**src/rtl/irq_request_latch.sv**
```systemverilog
// irq_request_latch: synchronises raw request lines, turns rising edges into
// sticky pending bits cleared by indexed acknowledge, tracks per-line overflow
// and presents the masked pending vector to the downstream priority encoder.
module irq_request_latch #(
  parameter int              WIDTH    = 8,
  parameter int              IDX_W    = 3,
  parameter logic [WIDTH-1:0] MASK_RST = '1
) (
  input  logic             clk,
  input  logic             rst,
  input  logic [WIDTH-1:0] req,
  input  logic             ack_valid,
  input  logic [IDX_W-1:0] ack_idx,
  input  logic             mask_we,
  input  logic [WIDTH-1:0] mask_wdata,
  input  logic             ovf_clr,
  output logic [WIDTH-1:0] pend_vec,
  output logic             irq_any,
  output logic [WIDTH-1:0] ovf
);

  logic [WIDTH-1:0] sync1;
  logic [WIDTH-1:0] sync2;
  logic [WIDTH-1:0] prev;
  logic [WIDTH-1:0] pending;
  logic [WIDTH-1:0] mask;

  logic [WIDTH-1:0] rise;
  logic [WIDTH-1:0] ack_hit;
  logic [WIDTH-1:0] ovf_set;
  logic [WIDTH-1:0] pending_next;
  logic [WIDTH-1:0] ovf_next;

  // Two-flop synchroniser plus a delayed copy for edge detection. Resetting to
  // all-ones means a line already high at reset release never looks like a rise.
  always_ff @(posedge clk or posedge rst) begin
    if (rst) begin
      sync1 <= '1;
      sync2 <= '1;
      prev  <= '1;
    end else begin
      sync1 <= req;
      sync2 <= sync1;
      prev  <= sync2;
    end
  end

  // Decode the acknowledge index into a one-hot clear vector; out-of-range
  // indices match no line and are therefore ignored.
  always_comb begin
    ack_hit = '0;
    if (ack_valid) begin
      for (int unsigned i = 0; i < WIDTH; i++) begin
        if (ack_idx == IDX_W'(i)) ack_hit[i] = 1'b1;
      end
    end
  end

  // Next-state for pending and overflow: a new event beats a same-cycle ack,
  // and an event replacing an acked one is not an overflow. A fresh overflow
  // beats ovf_clr on its own bit.
  always_comb begin
    rise         = sync2 & ~prev;
    ovf_set      = rise & pending & ~ack_hit;
    pending_next = rise | (pending & ~ack_hit);
    ovf_next     = (ovf_clr ? '0 : ovf) | ovf_set;
  end

  // Pending, overflow and mask registers.
  always_ff @(posedge clk or posedge rst) begin
    if (rst) begin
      pending <= '0;
      ovf     <= '0;
      mask    <= MASK_RST;
    end else begin
      pending <= pending_next;
      ovf     <= ovf_next;
      if (mask_we) mask <= mask_wdata;
    end
  end

  // Masking only hides pending bits from the encoder; it never clears them.
  always_comb begin
    pend_vec = pending & mask;
    irq_any  = |pend_vec;
  end

endmodule

```
**config.mk**
```make
export PLATFORM = sky130hd
export DESIGN_NAME = irq_request_latch
export DESIGN_NICKNAME = d
export VERILOG_FILES = /design/src/rtl/irq_request_latch.sv
export SDC_FILE = /design/constraint.sdc
export NUM_CORES = 1
export LEC_CHECK = 0
export ABC_CLOCK_PERIOD_IN_PS = 2000
export BUFFER_PORTS_ARGS = -buffer_cell sky130_fd_sc_hd__clkbuf_2
export CAP_MARGIN = 20
export CORE_MARGIN = 2
export CORE_UTILIZATION = 45
export DETAILED_ROUTE_END_ITERATION = 7
export GPL_TIMING_DRIVEN = 0
export PLACE_DENSITY = 0.77
export RECOVER_POWER = 50
export SLEW_MARGIN = 10
export SYNTH_ARGS = -nofsm -noshare
export SYNTH_HDL_FRONTEND = slang
export SYNTH_SLANG_ARGS = --single-unit
```
**constraint.sdc**
```tcl
create_clock -name clk -period 2 [get_ports clk]
set_input_delay 0.4 -clock clk [delete_from_list [all_inputs] [get_ports clk]]
set_output_delay 0.4 -clock clk [all_outputs]
set_load 0.005 [all_outputs]
```
# Yosys cells after proc, flatten, opt, wreduce, memory -nomap -nowiden
# Cells that the tools add are included.
[word_totals]
ff_bits = 48
out_inout_bits = 17
[op_classes]
n_eq_ne = 7
mux = 10
bitwise = 9
reduce_logical = 2
[ops]
columns = ["cell", "n"]
rows = [
  ["AND 8 bit", 5],
  ["two-way mux 8 bit", 2],
  ["NOT 8 bit", 2],
  ["OR 8 bit", 2],
  ["equality test 3 bit, second input constant", 4],
  ["two-way mux 1 bit", 8],
  ["OR reduction 8 bit", 1],
  ["equality test 3 x 2 -> 1 bit, second input constant", 2],
  ["equality test 3 x 1 -> 1 bit, second input constant", 1],
  ["logical NOT 3 bit", 1],
]

# Logic depth before layout (Yosys ltp)
# Gate-level depths: netlist (run 1).
[depth]
ltp_word = 6
mapped_depth = 3

# Worst setup path after synthesis (run 1)
# No wires, ideal clock.
[synth_path]
kind = "reg-to-output"
start = "register pending[7]"
end = "output irq_any"
arrival_time_ns = 1.473
required_time_ns = 1.600
slack_ns = 0.127
stages_incl_launch_ff = 4
n_path_buf = 0
path_cell_list = "dfrtp_1 -> and2_1 -> or4_1 -> or4_1"
[synth_via]
elab_chain_len = 2
[synth_rtl]
columns = ["item", "line", "text"]
rows = [
  ["start: declaration", "25", "logic [WIDTH-1:0] pending;"],
  ["start signal: assignment", "76", "pending <= pending_next;"],
  ["AND 8 bit", "84", "pend_vec = pending & mask;"],
  ["net pend_vec[7]", "17", "output logic [WIDTH-1:0] pend_vec,"],
  ["OR reduction 8 bit", "85", "irq_any = |pend_vec;"],
  ["end: declaration", "18", "output logic irq_any,"],
]
# The timed path passes the listed nets, and every way through them passes these cells.

# Worst setup path in the final report (run 1)
[layout_path]
start = "register pending[7]"
end = "output irq_any"
[layout_via]
elab_chain_len = 2
[layout_rtl]
columns = ["item", "line"]
rows = [
  ["AND 8 bit", "84"],
  ["OR reduction 8 bit", "85"],
]
# Every way passes these cells.

==> impl_metrics.json, run 1 <==
{
  "crit_slowest_cell": "or4_1",
  "die_area_um2": 4183,
  "period_minus_slack_ns": 2.267,
  "power_mw": 1.872,
  "leakagePower_nw": 0.9008,
  "hold_viol": 0,
  "setup_slack_ns": -0.2667,
  "drt_pass1_iterations": 4,
  "violations": "negative setup slack",
  "antenna_cells": 0,
  "gp_congestion": 0.7167,
  "slew_headroom_pct": 54.35,
  "antenna_found_initial": 0,
  "worst-path-buf-inv": 1,
  "post-route-drc-count": 0,
  "synth_enable_flop_cells": 0,
  "synth_area_leaders": "dfstp_2 (51%), dfrtp_1 (24%), mux2_2 (5.4%), nand2b_1 (3.0%), o22ai_1 (3.0%)",
  "clockRootBuffer": "clkbuf_8",
  "nets": 185,
  "worst_setup_path_start_kind": "flop",
  "wl_per_cell_um": 12.84,
  "synth_xor_xnor_area_share_pct": 0,
  "rr_startpoint": "prev[2]$_DFF_PP1_",
  "postRouteAntennaNets": 0,
  "grt_pass1_wl_mm": 4.485,
  "hp-class": "in2async",
  "cp_top_family": "simple AND/OR/NAND/NOR gates",
  "cts.clk_slew.worst_paths_ns": 0.08,
  "insertion_delay_ns": 0.30,
  "fin_cells": 210,
  "cts_buffer_depth": 2,
  "ys_ff_latch": 48,
  "async_reset_ff_share_pct": 100.0,
  "outcome": "complete, but fails checks",
  "dp_hpwl_mm": 2.029,
  "rsz0062_at_grt": "yes",
  "fin_crit_sh_pct": 113.3,
  "ir_worst_vdd_v": 0.0005289,
  "end_kind": "primary output",
  "syn_avg_cell_area_um2": 14.41,
  "worst_pin_slew_ns": 0.6841,
  "grt_max_degree": 29,
  "start_util_pct": 45.94,
  "track_usage_pct": 14.88,
  "synth_flop_cell": "dfstp_2",
  "synth_compound_area_share_pct": 6.722,
  "cp_max_fo": 2,
  "maxSlewViolCount": 0,
  "area_growth_pct": 21.15,
  "synth_top_family_by_area": "simple AND/OR/NAND/NOR gates",
  "multiInputGateArea_um2": 365.4,
  "clkSinkCount": 48,
  "cap_violations": 0,
  "drt_iter0_markers": 32,
  "post_cts_buffers": 0,
  "routed_wirelength_mm": 2.697,
  "ys_types": 16,
  "nFillCells": 280,
  "num_vias": 996,
  "fin_skew_ns": 0.008685,
  "syn_area_um2": 1657,
  "synth_cells": 115,
  "post_dp_cell_area_um2": 1934,
  "path_cells": "and2_4, or4_1, or4_1, clkbuf_2",
  "ios": 41,
  "die_w_um": 64.68,
  "die_h_um": 64.68,
  "yosys.area_share.adder_pct": 0,
  "core-area_um2": 3606,
  "reg2reg_depth": 2,
  "worst_path_largest_cell_delay_ns": 0.51,
  "synth-simple-area-share_pct": 9.743,
  "synth_common_cells": "dfstp_2 (32), dfrtp_1 (16), inv_1 (12)",
  "r2r_setup_slack_ns": 1.15,
  "placement_rows": 22,
  "crit_top_cell": "or4_1",
  "final-seq-area_um2": 1241,
  "htree_levels": 2,
  "design_area_um2": 2007,
  "yosys_warnings": 0,
  "setup_violations": 1,
  "synthesis.nets": 139,
  "synth_top_area_share_pct": 50.76,
  "worstPathRequired_ns": 1.60,
  "cts_tree": "done",
  "dp_cells": 202,
  "yosysSeqAreaShare_pct": 74.92,
  "cts_buffers": 5,
  "r2r-end": "ovf[2]$_DFF_PP0_",
  "clock.fmax_ghz": 0.4412,
  "grt_pass1_vias": 997,
  "cp_data_arrival_time_ns": 1.87,
  "portBuffers": 38,
  "synth_most_common_cell": "dfstp_2",
  "synth_area_leader_cell": "dfstp_2",
  "grt_overflow_total": 0,
  "ctsHoldBuffers": 0,
  "crit_type": "reg2out",
  "power_density_nw_per_um2": 932.6,
  "drive_gt1_share_pct": 52.47,
  "muxShareOfSynthArea_pct": 5.438,
  "vias_per_cell": 4.743
}
==> layer usage <==
layer | vias up | GRT usage, % | routed length (um) | share of wire [%]
met5 | - | 0 | 0 | 0
met4 | 0 | 7.979 | 39 | 1.4
li1 | 472 | - | - | -
met2 | 34 | 23.70 | 1356 | 50
met3 | 4 | 6.076 | 177 | 6.6
met1 | 486 | 17.17 | 1123 | 42
==> cell type report <==
| type | instances | area share [%] |
|---|---|---|
| plain buffers | 2 | 0.3741 |
| clock inverters | 2 | 0.4988 |
| clock buffers | 6 | 4.115 |
| inverters | 12 | 2.244 |
| multi-input cells | 53 | 18.20 |
| well taps | 48 | 2.993 |
| flip-flops and latches | 48 | 61.85 |
| repair buffers | 39 | 9.726 |
==> registers in the layout, indices dropped and copies added (netlist names) <==
register  cells
mask          8
ovf           8
pending       8
prev          8
sync1         8
sync2         8
==> through the flow <==
| step | hold slack (ns) | util, % | TNS (ns) | worst slack, ns |
|---|---|---|---|---|
| after CTS | 0.08464 | 56.28 | -0.2954 | -0.2954 |
| after detailed placement | 0.3468 | 53.64 | -0.02903 | -0.02903 |
| after global routing | 0.1549 | 55.66 | -0.3331 | -0.3331 |
| after global placement | 0.3455 | 52.88 | -0.009078 | -0.009078 |
| after floorplan | 0.3452 | - | 0 | 0.1274 |
| final | 0.1736 | 55.66 | -0.2667 | -0.2667 |
==> how the worst max path moves through the flow <==
stage	from	endpoint	slack (ns)	cells after the start
global route	pending[7]$_DFF_PP0_	irq_any	-0.33	4
finish	pending[7]$_DFF_PP0_	irq_any	-0.27	4
floorplan	pending[7]$_DFF_PP0_	irq_any	0.13	3
global placement	pending[7]$_DFF_PP0_	irq_any	-0.009	4
detailed placement	pending[7]$_DFF_PP0_	irq_any	-0.03	4
CTS	pending[7]$_DFF_PP0_	irq_any	-0.30	4
==> power breakdown <==
group | total, mW | leakage, nW | internal, mW | switching, mW
Sequential | 1.11 | 0.511 | 1.07 | 0.0348
Combinational | 0.192 | 0.339 | 0.0971 | 0.0951
Clock | 0.572 | 0.0510 | 0.276 | 0.297
==> cells by family (layout without fill, tap and decap cells) <==
group | count (synthesis) | in the layout
AOI/OAI and AO/OA | 16 | 16
and+or+nand+nor | 29 | 29
muxes | 8 | 8
buffers and inverters | 14 | 61
DFF | 48 | 48
==> worst reg2reg max path, delay by kind of cell, from the launching register on <==
kind	cells	cell delay [ns]
flip-flops	1	0.53
AND/OR/NAND/NOR	1	0.11
AO/OA/AOI/OAI	1	0.08
==> repair_timing <==
action,in CTS,in global routing
pin swaps,3,0
setup endpoints to repair,1,1
gates resized for setup,1,0
==> placed cells by master, fill, tap and decap left out, drive strengths merged, types with 4 or more instances in the layout <==
cell type	n
clkbuf	46
o22ai	8
nand2	10
mux2	8
dfrtp	16
and2	8
inv	12
o31ai	4
dfstp	32
nand2b	8
Power figures use the tool's default switching activity.
==> run 2: changes to the inputs <==
--- a/config.mk
+++ b/config.mk
@@ -12,7 +12,7 @@
 export CORE_UTILIZATION = 45
 export DETAILED_ROUTE_END_ITERATION = 7
 export GPL_TIMING_DRIVEN = 0
-export PLACE_DENSITY = 0.77
+export PLACE_DENSITY_LB_ADDON = 0.15
 export RECOVER_POWER = 50
 export SLEW_MARGIN = 10
 export SYNTH_ARGS = -nofsm -noshare
==> impl_metrics.json, run 2 (synthesis gave the netlist of run 1 again) <==
{
  "worst_setup_path_start_kind": "flop",
  "power_density_nw_per_um2": 926.3,
  "hp-start": "req[5]",
  "placement_rows": 22,
  "nets": 186,
  "sw_frac_of_total_pct": 22.47,
  "leakagePower_nw": 0.9077,
  "final_common_cell": "clkbuf_2",
  "post-route-drc-count": 0,
  "cap_violations": 0,
  "reg2reg_depth": 2,
  "insertion_delay_ns": 0.30,
  "p_comb_share_pct": 10.6,
  "postRouteAntennaNets": 0,
  "post_dp_cell_area_um2": 1934,
  "start_util_pct": 45.94,
  "final_cell_mix": "clkbuf_2 (39), dfstp_2 (29), dfrtp_1 (16)",
  "htree_levels": 2,
  "violations": "negative setup slack",
  "rr_startpoint": "prev[6]$_DFF_PP1_",
  "antenna_found_initial": 0,
  "hp-class": "in2reg",
  "core-area_um2": 3606,
  "num_vias": 999,
  "gp_congestion": 0.7580,
  "setup_violations": 1,
  "power_mw": 1.870,
  "worst-path-buf-inv": 1,
  "holdPathEnd": "sync1[5]$_DFF_PP1_",
  "p_int_mw": 1.449,
  "sequentialPowerShare_pct": 59.0,
  "die_h_um": 64.68,
  "drive_gt1_share_pct": 54.60,
  "hold_viol": 0,
  "p_switching_mw": 0.4201,
  "finalHoldWorstSlack_ns": 0.1816,
  "hold_depth": 1,
  "cp_top_family": "simple AND/OR/NAND/NOR gates",
  "drt_pass1_iterations": 3,
  "period_minus_slack_ns": 2.254,
  "tns_ns": -0.2536,
  "clock.fmax_ghz": 0.4437,
  "cts_tree": "done",
  "grt_overflow_total": 0,
  "cp_data_arrival_time_ns": 1.85,
  "crit_type": "reg2out",
  "outcome": "complete, but fails checks",
  "cp_max_fo": 2,
  "ir_worst_vdd_v": 0.0004850,
  "maxSlewViolCount": 0,
  "area_growth_pct": 21.83,
  "vias_per_cell": 4.735,
  "portBuffers": 38,
  "r2r-end": "ovf[6]$_DFF_PP0_",
  "clkPwrFrac_pct": 30.4,
  "slew_headroom_pct": 44.85,
  "cts.clk_slew.worst_paths_ns": 0.08,
  "ios": 41,
  "dp_hpwl_mm": 1.944,
  "worst_path_largest_cell_delay_ns": 0.52,
  "drt_iter0_markers": 15,
  "crit_slowest_cell": "or4_4",
  "die_w_um": 64.68,
  "clkSinkCount": 48,
  "clockRootBuffer": "clkbuf_8",
  "fin_skew_ns": 0.008771,
  "worstPathRequired_ns": 1.60,
  "grt_max_degree": 26,
  "die_area_um2": 4183,
  "path_cells": "and2_4, or4_4, or4_1, clkbuf_2",
  "grt_pass1_wl_mm": 4.409,
  "antenna_cells": 0,
  "end_kind": "primary output",
  "post-route-util_pct": 55.97,
  "r2r_setup_slack_ns": 1.15,
  "fin_crit_sh_pct": 112.7,
  "cts_buffer_depth": 2,
  "cts_buffers": 5,
  "grt_pass1_vias": 1035,
  "design_area_um2": 2018,
  "routed_wirelength_mm": 2.523,
  "wl_per_cell_um": 11.96,
  "setup_slack_ns": -0.2536,
  "rsz0062_at_grt": "yes",
  "track_usage_pct": 14.15,
  "worst_pin_slew_ns": 0.8264
}
==> run 2: area by class of cell <==
| class | instances | area (um^2) |
|---|---|---|
| Tap cell | 48 | 60.06 |
| Buffer | 2 | 7.507 |
| Inverter | 12 | 45.04 |
| Clock buffer | 6 | 82.58 |
| Sequential cell | 48 | 1241 |
| Timing Repair Buffer | 40 | 202.7 |
| Multi-Input combinational cell | 53 | 369.1 |
| Clock inverter | 2 | 10.01 |
| Fill cell | 327 | 1588 |
==> run 2: metal layers <==
layer  GRT usage [%]  vias up  wire [um]
li1                -      482          -
met1           16.59      481       1115
met2           23.96       34       1237
met3           4.861        2        154
met4           5.585        0         16
met5               0        -          0
==> run 2: worst max path at each step <==
stage | from | to | slack (ns) | depth (start not counted)
global placement | pending[7]$_DFF_PP0_ | irq_any | -0.02 | 4
finish | pending[7]$_DFF_PP0_ | irq_any | -0.25 | 4
detailed placement | pending[7]$_DFF_PP0_ | irq_any | -0.05 | 4
CTS | pending[7]$_DFF_PP0_ | irq_any | -0.28 | 4
global route | pending[7]$_DFF_PP0_ | irq_any | -0.34 | 4
floorplan | pending[7]$_DFF_PP0_ | irq_any | 0.13 | 3
==> run 2: metrics by stage <==
step / instances / setup slack [ns]
2_1_floorplan: 115 / 0.1274
3_3_place_gp: 201 / -0.02199
3_5_place_dp: 202 / -0.05425
4_1_cts: 211 / -0.2835
5_1_grt: 211 / -0.3369
6_report: 211 / -0.2536
==> run 2: worst register-to-register path, stage by stage, from the launching register on <==
cell and delay (ns):
dfstp_2 0.51, nand2b_1 0.12, o22ai_1 0.09
==> run 2: repair_timing <==
item / in CTS / in global routing
setup endpoints to repair: 1 / 1
setup buffers: 1 / 0
gates cloned: 0 / 0
hold buffers: 0 / 0
pin swaps: 3 / 0
endpoints found under the hold margin: 0 / 0
resized for setup: 2 / 0
==> run 2: power by group through the flow <==
stage	clock (mW)	combinational (mW)	sequential [mW]
2_1_floorplan	0	0.109	1.12
3_3_place_gp	0	0.186	1.12
3_5_place_dp	0	0.200	1.12
4_1_cts	0.597	0.208	1.11
5_1_grt	0.639	0.225	1.11
6_report	0.569	0.197	1.10
